[src/rtl/sqr_sum_accu_pkg.sv]
// Shared types and helpers for the sum-of-squares energy accumulator.
package sqr_sum_accu_pkg;

    typedef enum logic [1:0] {IDLE, ACC, OUT} state_e;

    // Overflow test for an unsigned w-bit add; operands must already fit in w bits (w <= 63).
    function automatic logic sat_add_ovf(input logic [63:0] a, input logic [63:0] b,
                                         input int unsigned w);
        logic [64:0] full;
        full = {1'b0, a} + {1'b0, b};
        return |(full >> w);
    endfunction

endpackage

[src/rtl/sqr_sum_accu_sqrsgn.sv]
// Combinational signed squarer: |x|^2 as an unsigned 2*width result.
module SqrSgn #(
    parameter int width = 8,
    parameter int speed = 2
) (
    input  logic [width-1:0]   in_i,
    output logic [2*width-1:0] sq_o
);

    logic [width-1:0] w_mag;

    // Negating the most negative value wraps to itself, which is the correct unsigned magnitude.
    assign w_mag = in_i[width-1] ? (~in_i + width'(1)) : in_i;

    generate
        if (speed == 0) begin : g_shift_add
            logic [2*width-1:0] w_pp [width];
            logic [2*width-1:0] w_sum;
            for (genvar gi = 0; gi < width; gi++) begin : g_pp
                assign w_pp[gi] = w_mag[gi] ? ({{width{1'b0}}, w_mag} << gi) : '0;
            end
            always_comb begin
                w_sum = '0;
                for (int i = 0; i < width; i++) begin
                    w_sum = w_sum + w_pp[i];
                end
            end
            assign sq_o = w_sum;
        end else begin : g_mult
            assign sq_o = {{width{1'b0}}, w_mag} * {{width{1'b0}}, w_mag};
        end
    endgenerate

endmodule

[src/rtl/sqr_sum_accu.sv]
// Streaming frame energy: squares each sample, accumulates over a frame, emits sum/count/sat.
module sqr_sum_accu
    import sqr_sum_accu_pkg::*;
#(
    parameter int width    = 8,
    parameter int speed    = 2,
    parameter int AccWidth = 2*width+8,
    parameter int CntWidth = 8
) (
    input  logic                clk_i,
    input  logic                rst_ni,
    input  logic                in_valid_i,
    output logic                in_ready_o,
    input  logic [width-1:0]    in_data_i,
    input  logic                in_last_i,
    output logic                out_valid_o,
    input  logic                out_ready_i,
    output logic [AccWidth-1:0] out_sum_o,
    output logic [CntWidth-1:0] out_cnt_o,
    output logic                out_sat_o
);

    logic [width-1:0]    r_x;
    logic                r_last;
    logic                r_vld;
    state_e              r_state, w_state_next;
    logic [AccWidth-1:0] r_acc, w_acc_next, w_acc_sum;
    logic [CntWidth-1:0] r_cnt, w_cnt_next, w_cnt_sum;
    logic                r_sat, w_sat_next;
    logic                w_acc_ovf, w_cnt_ovf;
    logic [2*width-1:0]  w_sq;
    logic                w_in_fire, w_enter_out, w_leave_out;
    logic                r_out_valid;
    logic [AccWidth-1:0] r_out_sum;
    logic [CntWidth-1:0] r_out_cnt;
    logic                r_out_sat;

    SqrSgn #(.width(width), .speed(speed)) u_sqr (
        .in_i (r_x),
        .sq_o (w_sq)
    );

    // S0 only blocks while a finished result is waiting to be taken.
    assign in_ready_o = (r_state != OUT) | ~r_vld;
    assign w_in_fire  = in_valid_i & in_ready_o;

    assign w_acc_sum = r_acc + AccWidth'(w_sq);
    assign w_acc_ovf = sat_add_ovf(64'(r_acc), 64'(w_sq), AccWidth);
    assign w_cnt_sum = r_cnt + CntWidth'(1);
    assign w_cnt_ovf = &r_cnt;

    always_comb begin
        w_state_next = r_state;
        w_acc_next   = r_acc;
        w_cnt_next   = r_cnt;
        w_sat_next   = r_sat;
        case (r_state)
            IDLE: begin
                if (r_vld) begin
                    w_acc_next   = AccWidth'(w_sq);
                    w_cnt_next   = CntWidth'(1);
                    w_sat_next   = 1'b0;
                    w_state_next = r_last ? OUT : ACC;
                end
            end
            ACC: begin
                if (r_vld) begin
                    w_acc_next = w_acc_ovf ? '1 : w_acc_sum;
                    w_cnt_next = w_cnt_ovf ? r_cnt : w_cnt_sum;
                    w_sat_next = r_sat | w_acc_ovf | w_cnt_ovf;
                    if (r_last) begin
                        w_state_next = OUT;
                    end
                end
            end
            OUT: begin
                if (out_ready_i) begin
                    w_state_next = IDLE;
                end
            end
            default: w_state_next = IDLE;
        endcase
    end

    assign w_enter_out = (r_state != OUT) && (w_state_next == OUT);
    assign w_leave_out = (r_state == OUT) && (w_state_next != OUT);

    always_ff @(posedge clk_i or negedge rst_ni) begin
        if (!rst_ni) begin
            r_x         <= '0;
            r_last      <= 1'b0;
            r_vld       <= 1'b0;
            r_state     <= IDLE;
            r_acc       <= '0;
            r_cnt       <= '0;
            r_sat       <= 1'b0;
            r_out_valid <= 1'b0;
            r_out_sum   <= '0;
            r_out_cnt   <= '0;
            r_out_sat   <= 1'b0;
        end else begin
            if (w_in_fire) begin
                r_x    <= in_data_i;
                r_last <= in_last_i;
                r_vld  <= 1'b1;
            end else if (r_state != OUT) begin
                r_vld  <= 1'b0;
            end
            r_state <= w_state_next;
            r_acc   <= w_acc_next;
            r_cnt   <= w_cnt_next;
            r_sat   <= w_sat_next;
            // Result registers carry data only while in OUT and read as zero otherwise.
            if (w_enter_out) begin
                r_out_valid <= 1'b1;
                r_out_sum   <= w_acc_next;
                r_out_cnt   <= w_cnt_next;
                r_out_sat   <= w_sat_next;
            end else if (w_leave_out) begin
                r_out_valid <= 1'b0;
                r_out_sum   <= '0;
                r_out_cnt   <= '0;
                r_out_sat   <= 1'b0;
            end
        end
    end

    assign out_valid_o = r_out_valid;
    assign out_sum_o   = r_out_sum;
    assign out_cnt_o   = r_out_cnt;
    assign out_sat_o   = r_out_sat;

endmodule
[config.mk]
export PLATFORM = sky130hd
export DESIGN_NAME = sqr_sum_accu
export DESIGN_NICKNAME = d
export VERILOG_FILES = /design/src/rtl/sqr_sum_accu_pkg.sv /design/src/rtl/sqr_sum_accu_sqrsgn.sv /design/src/rtl/sqr_sum_accu.sv
export SDC_FILE = /design/constraint.sdc
export NUM_CORES = 1
export LEC_CHECK = 0
export ABC_AREA = 0
export CAP_MARGIN = 20
export CORE_UTILIZATION = 45
export CTS_CLUSTER_SIZE = 24
export DETAILED_ROUTE_END_ITERATION = 12
export PLACE_DENSITY_LB_ADDON = 0.08
export SYNTH_ARGS = -nofsm -noshare
export SYNTH_HDL_FRONTEND = slang
export SYNTH_HIERARCHICAL = 1
export SYNTH_SLANG_ARGS = --single-unit
[constraint.sdc]
create_clock -name clk_i -period 13 [get_ports clk_i]
set_clock_uncertainty 0.15 [all_clocks]
set_input_delay 3.25 -clock clk_i [delete_from_list [all_inputs] [get_ports clk_i]]
set_output_delay 3.25 -clock clk_i [all_outputs]
set_load 0.005 [all_outputs]
After elaboration in Yosys (flattened, before gate mapping)
Cells that the tools add are included.
{"block": "totals", "register_bits": 79, "input_bits": 13, "output_inout_bits": 35, "elab_cells": 61}
{"block": "classes", "add_sub_neg": 4, "mul": 1, "n_eq_ne": 5, "n_mux": 27, "n_bitwise": 6, "n_reduce_logical": 7}
{"operator": "$mux W24", "count": 5}
{"operator": "$mux W8", "count": 6}
{"operator": "$pmux W24 S2", "count": 1}
{"operator": "$reduce_or A41 Y1", "count": 1}
{"operator": "$add A24 B16 Y25", "count": 1}
{"operator": "$add A24 B16 Y24", "count": 1}
{"operator": "$add A8 B1 Y8 const B", "count": 2}
{"operator": "$mul A8 B8 Y16", "count": 1}
{"operator": "$pmux W8 S2", "count": 1}
{"operator": "$mux W2", "count": 5}
{"operator": "$not A8 Y8", "count": 1}
{"operator": "$reduce_and A8 Y1", "count": 1}
{"operator": "$mux W1", "count": 7}
{"operator": "$pmux W2 S3", "count": 1}
{"operator": "$eq A2 B2 Y1 const B", "count": 2}
{"operator": "$ne A2 B2 Y1 const B", "count": 2}
{"operator": "$reduce_bool A2 Y1", "count": 2}
{"operator": "$or A1 B1 Y1", "count": 3}
{"operator": "$eq A2 B1 Y1 const B", "count": 1}
{"operator": "$logic_and A1 B1 Y1", "count": 2}
{"operator": "$logic_not A2 Y1", "count": 1}
{"operator": "$pmux W1 S2", "count": 1}
{"operator": "$and A1 B1 Y1", "count": 1}
{"operator": "$not A1 Y1", "count": 1}

Depth between registers and ports, before layout
{"block": "depth", "word_depth": 11, "mapped_depth": 30, "mapped_depth_nobuf": 28}

Modules after synthesis
Netlist, hierarchy kept.
{"module": "sqr_sum_accu", "n_inst": 1, "cells_per_inst": 499, "area_each_um2": 4709.5, "seq_area_each_um2": 1976.9}
{"module": "SqrSgn", "n_inst": 1, "cells_per_inst": 229, "area_each_um2": 1788.0, "seq_area_each_um2": 0.0}

Worst setup path after synthesis
Ideal clock, no wire load.
{"block": "synth_path", "path_type": "register to register", "start": "register r_x[0]", "end": "register r_out_sum[13], in the netlist out_sum_o[13]", "setup_time_ps": 121, "arrival_ps": 6388, "t_required_ps": 12729, "setup_slack_ps": 6341, "stages_incl_launch_ff": 29, "n_path_buf": 1, "period_less_slack_ps": 6659, "path_cell_list": "dfrtp_1 inv_1 ha_1 inv_1 o31ai_1 xor2_1 nor2_1 ha_1 xor2_1 ha_1 inv_1 fa_1 fa_1 inv_1 ha_1 a21o_1 a21oi_1 a21oi_1 nor4_1 nand3b_1 ha_1 buf_2 a21oi_2 inv_1 a2111o_1 o21ai_2 xnor2_1 a221o_1 a22o_1"}
{"block": "synth_via", "elab_chain_cells": 10, "elab_cells_between_ends": 12, "cone_classes": "add/sub: 3; mul: 1; mux: 6; bitwise: 1; reduce/logical: 1"}
{"item": "from (decl)", "line": "sqr_sum_accu.sv:23", "rtl": "logic [width-1:0] r_x;"}
{"item": "from (signal assigned)", "line": "sqr_sum_accu.sv:103", "rtl": "r_x <= in_data_i;"}
{"item": "$not A8 Y8", "line": "sqr_sum_accu_sqrsgn.sv:13", "rtl": "assign w_mag = in_i[width-1] ? (~in_i + width'(1)) : in_i;"}
{"item": "$add A8 B1 Y8", "line": "sqr_sum_accu_sqrsgn.sv:13"}
{"item": "$mux W8 (*)", "line": "sqr_sum_accu_sqrsgn.sv:13"}
{"item": "$mul A8 B8 Y16 (*)", "line": "sqr_sum_accu_sqrsgn.sv:30", "rtl": "assign sq_o = {{width{1'b0}}, w_mag} * {{width{1'b0}}, w_mag};"}
{"item": "net w_sq[12]", "line": "sqr_sum_accu.sv:31", "rtl": "logic [2*width-1:0] w_sq;"}
{"item": "$add A24 B16 Y25", "line": "sqr_sum_accu_pkg.sv:10", "rtl": "full = {1'b0, a} + {1'b0, b};"}
{"item": "$reduce_or A41 Y1", "line": "sqr_sum_accu_pkg.sv:11", "rtl": "return |(full >> w);"}
{"item": "$mux W24 (*)", "line": "sqr_sum_accu.sv:68", "rtl": "w_acc_next = w_acc_ovf ? '1 : w_acc_sum;"}
{"item": "$mux W24 (*)", "line": "sqr_sum_accu.sv:67", "rtl": "if (r_vld) begin"}
{"item": "$pmux W24 S2 (*)", "line": "sqr_sum_accu.sv:57", "rtl": "case (r_state)"}
{"item": "net w_acc_next[13]", "line": "sqr_sum_accu.sv:27", "rtl": "logic [AccWidth-1:0] r_acc, w_acc_next, w_acc_sum;"}
{"item": "$mux W24 (*)", "line": "sqr_sum_accu.sv:114", "rtl": "if (w_enter_out) begin"}
{"item": "to (signal assigned)", "line": "sqr_sum_accu.sv:116", "rtl": "r_out_sum <= w_acc_next;"}
{"item": "to (decl)", "line": "sqr_sum_accu.sv:34", "rtl": "logic [AccWidth-1:0] r_out_sum;"}
Mark *: on every way through the listed nets, which the timed path passes. The rest lies on a longest branch.
A chain may end at the register's enable or synchronous reset.

Final worst setup path
{"block": "layout_path", "start": "register r_x[0]", "end": "register r_out_sum[3], in the netlist out_sum_o[3]"}
{"block": "layout_via", "elab_chain_cells": 10, "elab_cells_between_ends": 12, "cone_classes": "add/sub: 3; mul: 1; mux: 6; bitwise: 1; reduce/logical: 1"}
{"item": "$not A8 Y8", "line": "sqr_sum_accu_sqrsgn.sv:13"}
{"item": "$add A8 B1 Y8", "line": "sqr_sum_accu_sqrsgn.sv:13"}
{"item": "$mux W8 (*)", "line": "sqr_sum_accu_sqrsgn.sv:13"}
{"item": "$mul A8 B8 Y16 (*)", "line": "sqr_sum_accu_sqrsgn.sv:30"}
{"item": "net w_sq[15]", "line": "sqr_sum_accu.sv:31"}
{"item": "$add A24 B16 Y25 (*)", "line": "sqr_sum_accu_pkg.sv:10"}
{"item": "$reduce_or A41 Y1 (*)", "line": "sqr_sum_accu_pkg.sv:11"}
{"item": "$mux W24 (*)", "line": "sqr_sum_accu.sv:68"}
{"item": "$mux W24 (*)", "line": "sqr_sum_accu.sv:67"}
{"item": "$pmux W24 S2 (*)", "line": "sqr_sum_accu.sv:57"}
{"item": "net w_acc_next[3]", "line": "sqr_sum_accu.sv:27"}
{"item": "$mux W24 (*)", "line": "sqr_sum_accu.sv:114"}
Marks and branches as above.

==> results.sh <==
export IMPL_status="complete, no violations"
export IMPL_track_usage=0.243
export IMPL_die_w_um=122
export IMPL_first_pass_iters=7
export IMPL_ys_types=76
export IMPL_viasPerCell=5.81
export IMPL_synth_area_mm2=0.00650
export IMPL_cts_tree="yes"
export IMPL_maxCapViolCount=0
export IMPL_cpMostUsedCell="inv_1"
export IMPL_worstSetupPathType="reg -> reg"
export IMPL_overflow=0
export IMPL_critPathMaxFanout=14
export IMPL_layout_common_cells="dfrtp_1 (79), inv_1 (66), nand2_1 (56), nor2_1 (56), ha_1 (48)"
export IMPL_critPathLaunchType="register"
export IMPL_clk_pin_slew_worst_paths_ns=0.06
export IMPL_gp_congestion=0.954
export IMPL_die_h_um=122
export IMPL_setup_violations=0
export IMPL_via_count=5540
export IMPL_report_final_hold_viol_count=0
export IMPL_nets=855
export IMPL_maxSlewHeadroom=0.360
export IMPL_yosysSeqAreaShare=0.304
export IMPL_layout_commonest_cell="dfrtp_1"
export IMPL_wl_mm=17.0
export IMPL_worstPathRequired_ns=13.08
export IMPL_hpwlAfterDp_mm=12.4
export IMPL_ys_flop_type="dfrtp_1"
export IMPL_critPathMaxStageDelay_ns=0.65
export IMPL_cts_root_buffer="clkbuf_16"
export IMPL_worst_pin_slew_ns=0.958
export IMPL_htreeDepth=3
export IMPL_port_buffers=47
export IMPL_grt_pass1_vias=5497
export IMPL_clk_insertion_delay_late_ns=0.35
export IMPL_cp_end_kind="register"
export IMPL_synth_cells=728
export IMPL_core_area_mm2=0.0140
export IMPL_syn_avg_cell_area_um2=8.93
export IMPL_synth_edf_count=0
export IMPL_area_growth_pct=14.9
export IMPL_start_util=0.464
export IMPL_die_area_mm2=0.0149
export IMPL_antenna_found_initial=0
export IMPL_postCtsSetupBuffers=0
export IMPL_hold_path_class="reg -> reg"
export IMPL_drc=0
export IMPL_finalCritPeriodShare=0.602
export IMPL_ys_ff_latch=79
export IMPL_crit_arrival_ns=7.91
export IMPL_num_antenna_cells=0
export IMPL_synth_warnings=6
export IMPL_cts_resized=0
export IMPL_cts_sinks=79
export IMPL_finalSetupTns_ns=0
export IMPL_ant_nets=0
export IMPL_wl_per_cell_um=17.8
export IMPL_grt_max_degree=80
export IMPL_finalMaxSlewViolations=0
export IMPL_drt_iter0_drc=387
export IMPL_fin_crit_ns=7.83
export IMPL_rsz0062_at_grt="false"
export IMPL_fillers=1337
export IMPL_drive_gt1_frac=0.0828
export IMPL_grt_pass1_wl_mm=28.0
export IMPL_fmax_ghz=0.128
export IMPL_postCtsHoldBufs=0
export IMPL_io_pins=48
export IMPL_synthArstFlopShare=1.00
export IMPL_clock_tree_buffer_depth=2
export IMPL_slowest_stage="xnor2_1"
export IMPL_cts_buffers=9
export IMPL_num_rows=43
[flip-flops by register name, indices dropped and copies added (netlist names)]
signal and cells:
out_cnt_o 8, out_sat_o 1, out_sum_o 24, out_valid_o 1, r_acc 24, r_cnt 8
r_last 1, r_sat 1, r_state 2, r_vld 1, r_x 8
[cell type report]
type                            instances  area [µm²]  share of cell area
Sequential cell                        79        1980               0.265
Clock inverter                          6        92.6              0.0124
Multi-Input combinational cell        557        4150               0.556
Inverter                               67         251              0.0337
Timing Repair Buffer                   54         541              0.0724
Tap cell                              180         225              0.0302
Clock buffer                           10         229              0.0307
[worst paths after layout]
kind,cells after the start,endpoint,slack [ns],start
worst max-delay path,27,out_sum_o[3],5.17,r_x[0]
worst min-delay path,2,out_sum_o[16],0.33,out_sum_o[16]
worst min register to register,2,out_sum_o[16],0.33,out_sum_o[16]
worst max register to register,27,out_sum_o[3],5.17,r_x[0]
max in group asynchronous,2,out_sum_o[1],9.44,rst_ni
min in group asynchronous,1,out_sum_o[22],2.67,rst_ni
[cell usage after synthesis, drive strengths merged (11+ instances only)]
library cell,count,area share
clkbuf,23,0.013
ha,48,0.092
inv,67,0.039
nor2,57,0.033
a22o,12,0.016
a31o,11,0.015
nand2,56,0.032
a211oi,11,0.013
and2,14,0.013
a21oi,47,0.039
xor2,11,0.016
mux2i,12,0.018
fa,26,0.080
nor3,21,0.018
dfrtp,79,0.30
nand4,12,0.012
o21ai,29,0.023
nand3,19,0.015
nor4,12,0.013
a31oi,11,0.011
xnor2,15,0.020
[per-layer routing]
metal | GRT usage | wire length (µm)
met1 | 0.347 | 8230
met2 | 0.375 | 7550
met3 | 0.0407 | 879
met4 | 0.0701 | 312
met5 | 0 | 0
[per-stage QoR]
stage,cells,area (µm²),utilization,hold slack [ns],worst slack [ns]
after floorplan,735,6520,-,0.295,6.34
after global placement,936,7120,0.509,0.317,5.40
after detailed placement,936,7120,0.509,0.320,5.24
after CTS,952,7440,0.532,0.336,5.21
after global routing,953,7470,0.534,0.364,4.62
final,953,7470,0.534,0.335,5.17
[cell families (layout without fill, tap and decap cells)]
| kind of cell | count (synthesis) | after routing | share of synthesized area |
|---|---|---|---|
| adders and majority gates | 74 | 74 | 0.173 |
| buffers and inverters | 99 | 137 | 0.0607 |
| xor gates and xnor gates | 26 | 26 | 0.0362 |
| muxes | 21 | 21 | 0.0341 |
| AOI/OAI and AO/OA | 184 | 184 | 0.202 |
| and+or+nand+nor | 243 | 243 | 0.189 |
| other | 2 | 9 | 0.00116 |
| DFF | 79 | 79 | 0.304 |
[critical path: cells and delay by family (launching register included)]
family	cells	cell delay, ns
compound gates	9	2.15
buf+inv	5	0.64
simple gates	4	0.66
flops	1	0.47
xor+xnor	2	0.90
fa+ha+maj	7	2.75
Power is not shown: default switching activity piles up to over one toggle a cycle in this logic, so the estimate is an artifact.
